File: config.mk
export PLATFORM = sky130hd
export DESIGN_NAME = systolic_array_sched
export DESIGN_NICKNAME = d
export VERILOG_FILES = /design/src/rtl/systolic_array_sched.sv
export SDC_FILE = /design/constraint.sdc
export NUM_CORES = 1
export LEC_CHECK = 0
export CAP_MARGIN = 0
export CORE_MARGIN = 2
export CORE_UTILIZATION = 53
export DETAILED_ROUTE_END_ITERATION = 12
export MAX_ROUTING_LAYER = met4
export PLACE_DENSITY = 0.85
export SKIP_CTS_REPAIR_TIMING = 1
export SYNTH_ARGS = -nofsm -noshare
export SYNTH_HDL_FRONTEND = slang
export SYNTH_SLANG_ARGS = --single-unit
File: constraint.sdc
create_clock -name clk -period 5.3 [get_ports clk]
set_input_delay 1.06 -clock clk [delete_from_list [all_inputs] [get_ports clk]]
set_output_delay 1.06 -clock clk [all_outputs]
set_load 0.01 [all_outputs]
File: src/rtl/systolic_array_sched.sv
// Job scheduler for a weight-stationary systolic array. It loads the weight rows,
// streams the input rows and tracks psum rows through the array pipeline with backpressure.
module systolic_array_sched #(
  parameter int ARRAY_SIZE = 8,
  parameter int PIPE_LAT   = 9,
  parameter int ROW_W      = 8,
  localparam int AW = (ARRAY_SIZE > 1) ? $clog2(ARRAY_SIZE) : 1
) (
  input  logic             clk,
  input  logic             rst,
  input  logic             cfg_valid,
  output logic             cfg_ready,
  input  logic [3:0]       cfg_in_width,
  input  logic [3:0]       cfg_weight_width,
  input  logic             cfg_s_in,
  input  logic             cfg_s_weight,
  input  logic [ROW_W-1:0] cfg_num_rows,
  output logic             cfg_err,
  output logic [AW-1:0]    wbuf_rd_addr,
  output logic             sa_weight_load,
  output logic [AW-1:0]    sa_weight_row,
  output logic [ROW_W-1:0] ibuf_rd_addr,
  output logic             sa_in_valid,
  output logic             sa_en,
  output logic [3:0]       sa_in_width,
  output logic [3:0]       sa_weight_width,
  output logic             sa_s_in,
  output logic             sa_s_weight,
  output logic             out_valid,
  input  logic             out_ready,
  output logic [ROW_W-1:0] out_row_idx,
  output logic             busy,
  output logic             done
);

  typedef enum logic [2:0] {IDLE, LOAD_W, COMPUTE, DRAIN, DONE} state_t;

  state_t              state_q, state_d;
  logic [AW-1:0]       wCnt_q, wCnt_d;
  logic [ROW_W-1:0]    rowCnt_q, rowCnt_d;
  logic [ROW_W-1:0]    numRows_q, numRows_d;
  logic [ROW_W-1:0]    outIdx_q, outIdx_d;
  logic [PIPE_LAT-1:0] validSr_q, validSr_d;
  logic [3:0]          inWidth_q, inWidth_d, wWidth_q, wWidth_d;
  logic                sIn_q, sIn_d, sW_q, sW_d;
  logic                accept, widthsOk, stall, outFire, issue, enable;

  function automatic logic legalWidth(input logic [3:0] w);
    return (w == 4'd1) || (w == 4'd2) || (w == 4'd4) || (w == 4'd8);
  endfunction

  assign cfg_ready = (state_q == IDLE) && !rst;
  assign accept    = cfg_valid && cfg_ready;
  assign widthsOk  = legalWidth(cfg_in_width) && legalWidth(cfg_weight_width);
  assign out_valid = validSr_q[PIPE_LAT-1];
  // A psum row that downstream refuses freezes the whole array, including issue.
  assign stall     = out_valid && !out_ready;
  assign outFire   = out_valid && out_ready;

  assign sa_en           = enable;
  assign sa_in_valid     = issue;
  assign sa_in_width     = inWidth_q;
  assign sa_weight_width = wWidth_q;
  assign sa_s_in         = sIn_q;
  assign sa_s_weight     = sW_q;
  assign out_row_idx     = outIdx_q;

  always_comb begin
    state_d        = state_q;
    wCnt_d         = wCnt_q;
    rowCnt_d       = rowCnt_q;
    numRows_d      = numRows_q;
    outIdx_d       = outIdx_q;
    inWidth_d      = inWidth_q;
    wWidth_d       = wWidth_q;
    sIn_d          = sIn_q;
    sW_d           = sW_q;
    enable         = 1'b0;
    issue          = 1'b0;
    cfg_err        = 1'b0;
    sa_weight_load = 1'b0;
    wbuf_rd_addr   = '0;
    sa_weight_row  = '0;
    ibuf_rd_addr   = '0;
    busy           = 1'b0;
    done           = 1'b0;

    case (state_q)
      IDLE: begin
        if (accept) begin
          if (!widthsOk) begin
            cfg_err = 1'b1;
          end else begin
            inWidth_d = cfg_in_width;
            wWidth_d  = cfg_weight_width;
            sIn_d     = cfg_s_in;
            sW_d      = cfg_s_weight;
            numRows_d = cfg_num_rows;
            wCnt_d    = '0;
            rowCnt_d  = '0;
            outIdx_d  = '0;
            state_d   = LOAD_W;
          end
        end
      end
      LOAD_W: begin
        busy           = 1'b1;
        enable         = 1'b1;
        sa_weight_load = 1'b1;
        wbuf_rd_addr   = wCnt_q;
        sa_weight_row  = wCnt_q;
        if (wCnt_q == AW'(ARRAY_SIZE - 1)) begin
          wCnt_d  = '0;
          state_d = (numRows_q == '0) ? DONE : COMPUTE;
        end else begin
          wCnt_d = wCnt_q + 1'b1;
        end
      end
      COMPUTE: begin
        busy         = 1'b1;
        enable       = !stall;
        ibuf_rd_addr = rowCnt_q;
        if (!stall) begin
          issue    = 1'b1;
          rowCnt_d = rowCnt_q + 1'b1;
          if (rowCnt_q == numRows_q - 1'b1) begin
            state_d = DRAIN;
          end
        end
      end
      DRAIN: begin
        busy   = 1'b1;
        enable = !stall;
      end
      DONE: begin
        done    = 1'b1;
        state_d = IDLE;
      end
      default: state_d = IDLE;
    endcase

    validSr_d = enable ? ((validSr_q << 1) | PIPE_LAT'(issue)) : validSr_q;
    if (outFire) begin
      outIdx_d = outIdx_q + 1'b1;
    end
    // Finish only once the last row has left and nothing remains in flight.
    if ((state_q == DRAIN) && (validSr_d == '0)) begin
      state_d = DONE;
    end
  end

  always_ff @(posedge clk) begin
    if (rst) begin
      state_q   <= IDLE;
      wCnt_q    <= '0;
      rowCnt_q  <= '0;
      numRows_q <= '0;
      outIdx_q  <= '0;
      validSr_q <= '0;
      inWidth_q <= '0;
      wWidth_q  <= '0;
      sIn_q     <= 1'b0;
      sW_q      <= 1'b0;
    end else begin
      state_q   <= state_d;
      wCnt_q    <= wCnt_d;
      rowCnt_q  <= rowCnt_d;
      numRows_q <= numRows_d;
      outIdx_q  <= outIdx_d;
      validSr_q <= validSr_d;
      inWidth_q <= inWidth_d;
      wWidth_q  <= wWidth_d;
      sIn_q     <= sIn_d;
      sW_q      <= sW_d;
    end
  end

endmodule

==> impl_metrics.xml, run 1 <==
<?xml version="1.0" encoding="UTF-8"?>
<metrics>
  <group name="setup_path">
    <metric name="start_point_of_the_critical_path" unit="">cfg_in_width[1]</metric>
    <metric name="required_time_at_the_worst_slack_endpoint" unit="ps">4240</metric>
    <metric name="element_type_at_the_critical_path_end" unit="">output pin</metric>
    <metric name="worstPathArrival" unit="ps">2970</metric>
    <metric name="critical_path.max_fanout" unit="">4</metric>
    <metric name="critical_path_class" unit="">in -&gt; out</metric>
    <metric name="crit_reg_reg_startpoint" unit="">state_q[2]</metric>
    <metric name="worstSetupStartpointType" unit="">input pin</metric>
  </group>
  <group name="clock_tree">
    <metric name="cts-root-to-sink-buffers" unit="">2</metric>
    <metric name="cts_buffers" unit="">5</metric>
    <metric name="clk-insertion-delay-late" unit="ps">300</metric>
    <metric name="root_buffer" unit="">sky130_fd_sc_hd__clkbuf_8</metric>
    <metric name="clkSlewWorstSetupHoldPaths" unit="ps">80</metric>
    <metric name="cts_sinks" unit="">49</metric>
    <metric name="h_tree_levels" unit="">2</metric>
    <metric name="cts_tree" unit="">done</metric>
  </group>
  <group name="routing">
    <metric name="antenna_left" unit="">0</metric>
    <metric name="first_pass_iters" unit="">6</metric>
    <metric name="route.detailed.drc" unit="">0</metric>
    <metric name="post_drt_wl_per_cell" unit="um">13.6</metric>
    <metric name="met1_length" unit="um">2510</metric>
    <metric name="met3_wire_length" unit="um">245</metric>
    <metric name="drt_first_iter_violations" unit="">122</metric>
    <metric name="post_drt_via_cell_ratio" unit="">5.50</metric>
    <metric name="wirelength" unit="um">5460</metric>
    <metric name="met2WireLength" unit="um">2630</metric>
    <metric name="top_layer" unit="">met4</metric>
    <metric name="route.vias.total" unit="">2201</metric>
  </group>
  <group name="logic_synthesis">
    <metric name="ys_top_cells_by_area" unit="">sky130_fd_sc_hd__dfxtp_1, sky130_fd_sc_hd__mux2i_1, sky130_fd_sc_hd__nor2_1</metric>
    <metric name="synth.top_cell.area_share" unit="%">38.7</metric>
    <metric name="top_cell_type_by_total_area_after_synthesis" unit="">sky130_fd_sc_hd__dfxtp_1</metric>
    <metric name="synthMostInstantiatedCell" unit="">sky130_fd_sc_hd__nor2_1</metric>
    <metric name="yosys_warnings" unit="">0</metric>
    <metric name="ys_async_sr_fraction" unit="%">0</metric>
    <metric name="synth-edff-count" unit="">0</metric>
    <metric name="synth.top_cells.by_count" unit="">sky130_fd_sc_hd__nor2_1, sky130_fd_sc_hd__dfxtp_1, sky130_fd_sc_hd__mux2i_1</metric>
    <metric name="yosysSeqAreaShare" unit="%">38.7</metric>
    <metric name="synthesis.nets" unit="">319</metric>
    <metric name="ys.flop_type" unit="">sky130_fd_sc_hd__dfxtp_1</metric>
    <metric name="postSynthAreaPerCell" unit="um2">8.71</metric>
    <metric name="number_of_distinct_library_cells_after_synthesis" unit="">47</metric>
    <metric name="ys_ff_latch" unit="">49</metric>
    <metric name="synthesis.instances" unit="">291</metric>
    <metric name="post_synth_instance_area" unit="um2">2530</metric>
  </group>
  <group name="sta">
    <metric name="fin_tns_setup" unit="ps">0</metric>
    <metric name="rsz0062_at_grt" unit="">no</metric>
    <metric name="setup_ws" unit="ps">1270</metric>
    <metric name="timing_hold_violations_final" unit="">0</metric>
    <metric name="timing.final.max_slew_violations" unit="">0</metric>
    <metric name="worst-slew-pin-transition" unit="ps">715</metric>
    <metric name="final.setup_skew" unit="ps">4.03</metric>
    <metric name="setup_viol" unit="">0</metric>
    <metric name="final.period_utilization" unit="%">76.0</metric>
    <metric name="slew_headroom" unit="%">52.3</metric>
    <metric name="fmaxAchievable" unit="MHz">248</metric>
    <metric name="final.min_clock_period" unit="ps">4030</metric>
  </group>
  <group name="finish">
    <metric name="fin_util" unit="%">70.3</metric>
    <metric name="num-nets-final" unit="">374</metric>
    <metric name="layout.cells.non_filler" unit="">400</metric>
    <metric name="drive_above_1_share" unit="%">6.65</metric>
    <metric name="areaGrowthSynthToFinish" unit="%">29.3</metric>
    <metric name="multi_input_comb_area" unit="um2">1450</metric>
    <metric name="number_of_diodes" unit="">0</metric>
    <metric name="nFillCells" unit="">373</metric>
    <metric name="final-seq-area" unit="um2">981</metric>
  </group>
  <group name="place">
    <metric name="placement.setup.worst_slack" unit="ps">1270</metric>
    <metric name="routabilityCongestion" unit="">0.839</metric>
    <metric name="placed_cells" unit="">393</metric>
    <metric name="post-dp-hpwl" unit="um">4040</metric>
    <metric name="number_of_i_o_port_buffers" unit="">61</metric>
  </group>
  <group name="run_status">
    <metric name="status" unit="">finished clean</metric>
  </group>
  <group name="power_and_ir_drop">
    <metric name="seq_power_share" unit="%">53.4</metric>
    <metric name="net-switching-power" unit="W">0.000157</metric>
    <metric name="cellInternalPower" unit="W">0.000548</metric>
    <metric name="peakVddDrop" unit="V">0.000168</metric>
    <metric name="report.power.total" unit="W">0.000704</metric>
    <metric name="power.share.combinational" unit="%">10.7</metric>
    <metric name="switching_part_of_the_total" unit="%">22.2</metric>
    <metric name="p_leak" unit="nW">1.19</metric>
    <metric name="power_density" unit="nW/um2">215</metric>
    <metric name="pwr-share-clk" unit="%">35.9</metric>
  </group>
  <group name="global_routing">
    <metric name="overflow_left_after_global_routing" unit="">0</metric>
    <metric name="grt_use_total" unit="%">21.7</metric>
    <metric name="vias_in_the_first_global_route" unit="">2001</metric>
    <metric name="grt_max_degree" unit="">47</metric>
    <metric name="initial_antenna_violation_count" unit="">0</metric>
    <metric name="grt_first_pass_wirelength" unit="um">8940</metric>
  </group>
  <group name="floorplanning">
    <metric name="floorplan.initialDensity" unit="%">54.4</metric>
    <metric name="core-area" unit="um2">4660</metric>
    <metric name="io_pins" unit="">62</metric>
    <metric name="core.rowCount" unit="">25</metric>
    <metric name="fp.dieW" unit="um">73.1</metric>
    <metric name="die-height" unit="um">73.1</metric>
    <metric name="fp.dieArea" unit="um2">5350</metric>
  </group>
  <group name="flow_run">
    <metric name="cap_violations" unit="">0</metric>
  </group>
  <group name="min_path">
    <metric name="hold_path.startpoint" unit="">sa_weight_width[0]</metric>
    <metric name="hold_path.class" unit="">reg -&gt; reg</metric>
  </group>
</metrics>
worst paths after layout:
kind                   endpoint  slack, ps  cells after the start
max reg2reg      out_row_idx[3]       2860                      6
min reg2reg  sa_weight_width[0]        500                      2
max                     cfg_err       1270                      6
min          sa_weight_width[0]        500                      2
registers in the layout, indices dropped and copies added (netlist names):
name	cells
sa_s_in	1
numRows_q	8
sa_s_weight	1
state_q	3
validSr_q	9
sa_in_width	4
wCnt_q	3
out_row_idx	8
rowCnt_q	8
sa_weight_width	4
layout make-up:
type                       count  area share (%)
multi-input combinational    216            44.1
sequential                    49            29.9
timing repair buffer          66            19.8
clock buffer                   5            2.10
tap                           54            2.06
clock inverter                 2            1.07
inverter                       8           0.916
through the flow:
stage          hold slack (ps)  cell area (um2)
2_1_floorplan              472             2530
3_3_place_gp               476             3170
3_5_place_dp               486             3170
4_1_cts                    506             3280
5_1_grt                    525             3280
6_report                   499             3280
cells in the final DEF (no fill, tap or decap), types with 6 or more instances in the layout:
cell type / count
sky130_fd_sc_hd__a21oi_1: 15
sky130_fd_sc_hd__and2_1: 12
sky130_fd_sc_hd__clkdlybuf4s50_1: 61
sky130_fd_sc_hd__dfxtp_1: 49
sky130_fd_sc_hd__ha_1: 6
sky130_fd_sc_hd__inv_1: 8
sky130_fd_sc_hd__mux2i_1: 25
sky130_fd_sc_hd__nand2_1: 9
sky130_fd_sc_hd__nand3_1: 8
sky130_fd_sc_hd__nor2_1: 53
sky130_fd_sc_hd__nor3_1: 9
sky130_fd_sc_hd__o21ai_0: 7
sky130_fd_sc_hd__xnor2_1: 6
sky130_fd_sc_hd__xor2_1: 13
routing by layer:
| layer | up-vias | GRT usage [%] |
|---|---|---|
| met4 | 0 | 5.56 |
| met2 | 56 | 35.6 |
| met5 | - | - |
| met1 | 1023 | 27.2 |
| li1 | 1116 | - |
| met3 | 6 | 4.70 |
power groups by stage:
stage | registers [W] | logic (W) | clock network, W
6_report | 0.000376 | 0.0000755 | 0.000253
4_1_cts | 0.000376 | 0.0000757 | 0.000259
2_1_floorplan | 0.000383 | 0.0000406 | 0
5_1_grt | 0.000377 | 0.0000820 | 0.000275
3_3_place_gp | 0.000384 | 0.0000739 | 0
3_5_place_dp | 0.000384 | 0.0000752 | 0
kinds of logic after synthesis:
logic type | after synthesis | synth area share, %
AO/OA/AOI/OAI | 44 | 12.3
XOR/XNOR | 19 | 6.57
adder cells (fa/ha/maj) | 6 | 2.96
buffers and inverters | 26 | 4.89
flip-flops | 49 | 38.7
multiplexers | 25 | 9.88
AND/OR/NAND/NOR | 122 | 24.7
worst max-delay path, cell delays in order:
cell	delay [ps]
sky130_fd_sc_hd__clkdlybuf4s50_1	480
sky130_fd_sc_hd__xor2_1	190
sky130_fd_sc_hd__a211oi_1	470
sky130_fd_sc_hd__a211oi_1	100
sky130_fd_sc_hd__nor2_1	120
sky130_fd_sc_hd__clkdlybuf4s50_1	550
Power figures use the tool's default switching activity.
==> run 2: changes to the inputs <==
- CORE_UTILIZATION: 53 -> 49
- PLACE_DENSITY: 0.85 -> 0.79
- clock period: 5.3 -> 4.06 ns (I/O delays scaled with it)
==> run 2 against run 1 <==
  * Combinational power grew 31%
  * Sequential cell count is the same
  * Final cell count grew 4.0%
  * Wire length shrank 6.3%
  * Sequential power grew 30%
  * Die area grew 7.7%
  * First-iteration DRC count shrank 24%
==> impl_metrics.xml, run 2 (same netlist as run 1, synthesis figures left out) <==
<?xml version="1.0" encoding="UTF-8"?>
<metrics>
  <group name="floorplanning">
    <metric name="core.rowCount" unit="">26</metric>
    <metric name="io_pins" unit="">62</metric>
    <metric name="fp.dieArea" unit="um2">5760</metric>
    <metric name="core-area" unit="um2">5040</metric>
    <metric name="fp.dieW" unit="um">75.9</metric>
    <metric name="die-height" unit="um">75.9</metric>
    <metric name="floorplan.initialDensity" unit="%">50.2</metric>
  </group>
  <group name="power_and_ir_drop">
    <metric name="cellInternalPower" unit="W">0.000655</metric>
    <metric name="peakVddDrop" unit="V">0.000185</metric>
    <metric name="power.share.combinational" unit="%">11.4</metric>
    <metric name="net-switching-power" unit="W">0.000213</metric>
    <metric name="p_leak" unit="nW">1.18</metric>
    <metric name="switching_part_of_the_total" unit="%">24.6</metric>
    <metric name="seq_power_share" unit="%">56.5</metric>
    <metric name="pwr-share-clk" unit="%">32.1</metric>
    <metric name="power_density" unit="nW/um2">265</metric>
  </group>
  <group name="sta">
    <metric name="final.min_clock_period" unit="ps">3530</metric>
    <metric name="timing_hold_violations_final" unit="">0</metric>
    <metric name="setup_viol" unit="">0</metric>
    <metric name="slew_headroom" unit="%">59.2</metric>
    <metric name="worst-slew-pin-transition" unit="ps">603</metric>
    <metric name="fmaxAchievable" unit="MHz">283</metric>
    <metric name="setup_ws" unit="ps">530</metric>
    <metric name="final.period_utilization" unit="%">86.9</metric>
    <metric name="final.setup_skew" unit="ps">6.07</metric>
    <metric name="fin_tns_setup" unit="ps">0</metric>
    <metric name="rsz0062_at_grt" unit="">no</metric>
    <metric name="timing.final.max_slew_violations" unit="">0</metric>
  </group>
  <group name="finish">
    <metric name="largest_register_ff_count" unit="">9</metric>
    <metric name="final-seq-area" unit="um2">981</metric>
    <metric name="fin_area" unit="um2">3270</metric>
    <metric name="mostFrequentLayoutCell" unit="">sky130_fd_sc_hd__clkdlybuf4s50_1</metric>
    <metric name="fin_util" unit="%">64.9</metric>
    <metric name="num-nets-final" unit="">373</metric>
    <metric name="registers.top_by_ff_count" unit="">validSr_q</metric>
    <metric name="commonest_non_fill_non_tap_cells_in_the_layout" unit="">sky130_fd_sc_hd__clkdlybuf4s50_1, sky130_fd_sc_hd__nor2_1, sky130_fd_sc_hd__dfxtp_1, sky130_fd_sc_hd__mux2i_1, sky130_fd_sc_hd__a21oi_1</metric>
    <metric name="drive_above_1_share" unit="%">6.65</metric>
    <metric name="nFillCells" unit="">439</metric>
    <metric name="number_of_diodes" unit="">0</metric>
    <metric name="multi_input_comb_area" unit="um2">1450</metric>
    <metric name="areaGrowthSynthToFinish" unit="%">29.1</metric>
  </group>
  <group name="clock_tree">
    <metric name="root_buffer" unit="">sky130_fd_sc_hd__clkbuf_8</metric>
    <metric name="cts_sinks" unit="">49</metric>
    <metric name="clk-insertion-delay-late" unit="ps">300</metric>
    <metric name="cts_tree" unit="">done</metric>
    <metric name="h_tree_levels" unit="">2</metric>
    <metric name="cts-root-to-sink-buffers" unit="">2</metric>
    <metric name="clkSlewWorstSetupHoldPaths" unit="ps">80</metric>
    <metric name="cts_buffers" unit="">5</metric>
  </group>
  <group name="global_routing">
    <metric name="grt_first_pass_wirelength" unit="um">8650</metric>
    <metric name="top_usage_layer" unit="">met2</metric>
    <metric name="grt_use_met2" unit="%">28.8</metric>
    <metric name="grt_max_degree" unit="">47</metric>
    <metric name="grt_use_total" unit="%">18.3</metric>
    <metric name="vias_in_the_first_global_route" unit="">1961</metric>
    <metric name="initial_antenna_violation_count" unit="">0</metric>
    <metric name="global_route.usage.met3" unit="%">4.40</metric>
    <metric name="grt_util_met1" unit="%">23.4</metric>
    <metric name="overflow_left_after_global_routing" unit="">0</metric>
  </group>
  <group name="setup_path">
    <metric name="worst_case_reg_to_reg_path_depth" unit="">7</metric>
    <metric name="critical_path.max_fanout" unit="">4</metric>
    <metric name="worstSetupStartpointType" unit="">input pin</metric>
    <metric name="timing.critical_path.slowest_cell_delay" unit="ps">540</metric>
    <metric name="critical_path.cell_chain" unit="">clkdlybuf4s50_1, xor2_1, a211oi_1, a211oi_1, nor2_1, clkdlybuf4s50_1</metric>
    <metric name="worstPathArrival" unit="ps">2720</metric>
    <metric name="critical_path_cell_count" unit="">6</metric>
    <metric name="critPathSlowestCell" unit="">sky130_fd_sc_hd__clkdlybuf4s50_1</metric>
    <metric name="critical_path.reg2reg.endpoint" unit="">out_row_idx[3]</metric>
    <metric name="element_type_at_the_critical_path_end" unit="">output pin</metric>
    <metric name="critical_path_class" unit="">in -&gt; out</metric>
    <metric name="crit_reg_reg_startpoint" unit="">state_q[2]</metric>
    <metric name="required_time_at_the_worst_slack_endpoint" unit="ps">3250</metric>
    <metric name="path_buf_inv" unit="">2</metric>
    <metric name="setup.reg_to_reg.worst_slack" unit="ps">1800</metric>
    <metric name="critical-path-top-delay-family" unit="">buffers and inverters</metric>
  </group>
  <group name="routing">
    <metric name="drt_first_iter_violations" unit="">93</metric>
    <metric name="post_drt_wl_per_cell" unit="um">12.3</metric>
    <metric name="first_pass_iters" unit="">4</metric>
    <metric name="antenna_left" unit="">0</metric>
    <metric name="route.vias.total" unit="">2157</metric>
    <metric name="post_drt_via_cell_ratio" unit="">5.19</metric>
    <metric name="wirelength" unit="um">5110</metric>
    <metric name="route.detailed.drc" unit="">0</metric>
  </group>
  <group name="place">
    <metric name="post-dp-hpwl" unit="um">3790</metric>
    <metric name="routabilityCongestion" unit="">0.762</metric>
    <metric name="place_area" unit="um2">3190</metric>
    <metric name="number_of_i_o_port_buffers" unit="">61</metric>
    <metric name="placement.setup.worst_slack" unit="ps">552</metric>
  </group>
  <group name="min_path">
    <metric name="hold-path-endpoint" unit="">sa_s_weight</metric>
    <metric name="hold_path.class" unit="">reg -&gt; reg</metric>
    <metric name="hold_path.startpoint" unit="">sa_s_weight</metric>
    <metric name="cells_on_worst_hold_path" unit="">2</metric>
  </group>
  <group name="run_status">
    <metric name="status" unit="">finished clean</metric>
  </group>
  <group name="flow_run">
    <metric name="cap_violations" unit="">0</metric>
  </group>
</metrics>
-- run 2: cell types whose count changed in the layout (fill, tap and decap cells not counted), sizes merged --
cell	delta
buf	-1
clkinvlp	+1
bufinv	-1
clkinv	+1
-- run 2: metrics by stage --
| step | total power [W] | cells | hold slack (ps) |
|---|---|---|---|
| detailed placement | 0.000600 | 408 | 485 |
| global placement | 0.000598 | 408 | 474 |
| floorplan | 0.000553 | 291 | 472 |
| global route | 0.000900 | 416 | 536 |
| finish | 0.000868 | 416 | 507 |
| CTS | 0.000876 | 416 | 511 |
-- run 2: worst max path at each step --
stage	slack [ps]	from	to
finish	530	cfg_in_width[1]	cfg_err
detailed placement	550	cfg_in_width[1]	cfg_err
CTS	530	cfg_in_width[1]	cfg_err
floorplan	1660	rst	sa_in_width[0]
global placement	580	cfg_in_width[1]	cfg_err
global route	450	cfg_in_width[1]	cfg_err
-- run 2: layout make-up --
class,count,area share [%]
clock buffer,5,2.10
clock inverter,3,0.535
inverter,8,0.918
multi-input combinational,216,44.2
sequential,49,30.0
tap,70,2.68
timing repair buffer,65,19.6
-- run 2: layer usage --
layer / share of wire [%] / up-vias
met2: 45 / 56
met4: 1.3 / 0
li1: - / 1119
met5: 0 / -
met1: 47 / 976
met3: 6.5 / 6
-- run 2: tightest hold or removal path: cells and delay by family, from the launching register on --
kind             cells  cell delay (ps)
flip-flops           1              330
AND/OR/NAND/NOR      1               80
multiplexers         1               60
-- run 2: power by group through the flow --
| stage | logic (W) | registers (W) | clock network (W) |
|---|---|---|---|
| after global routing | 0.000106 | 0.000491 | 0.000302 |
| after CTS | 0.0000992 | 0.000490 | 0.000286 |
| after global placement | 0.0000965 | 0.000501 | 0 |
| after floorplan | 0.0000530 | 0.000500 | 0 |
| final | 0.0000988 | 0.000490 | 0.000279 |
| after detailed placement | 0.0000984 | 0.000502 | 0 |
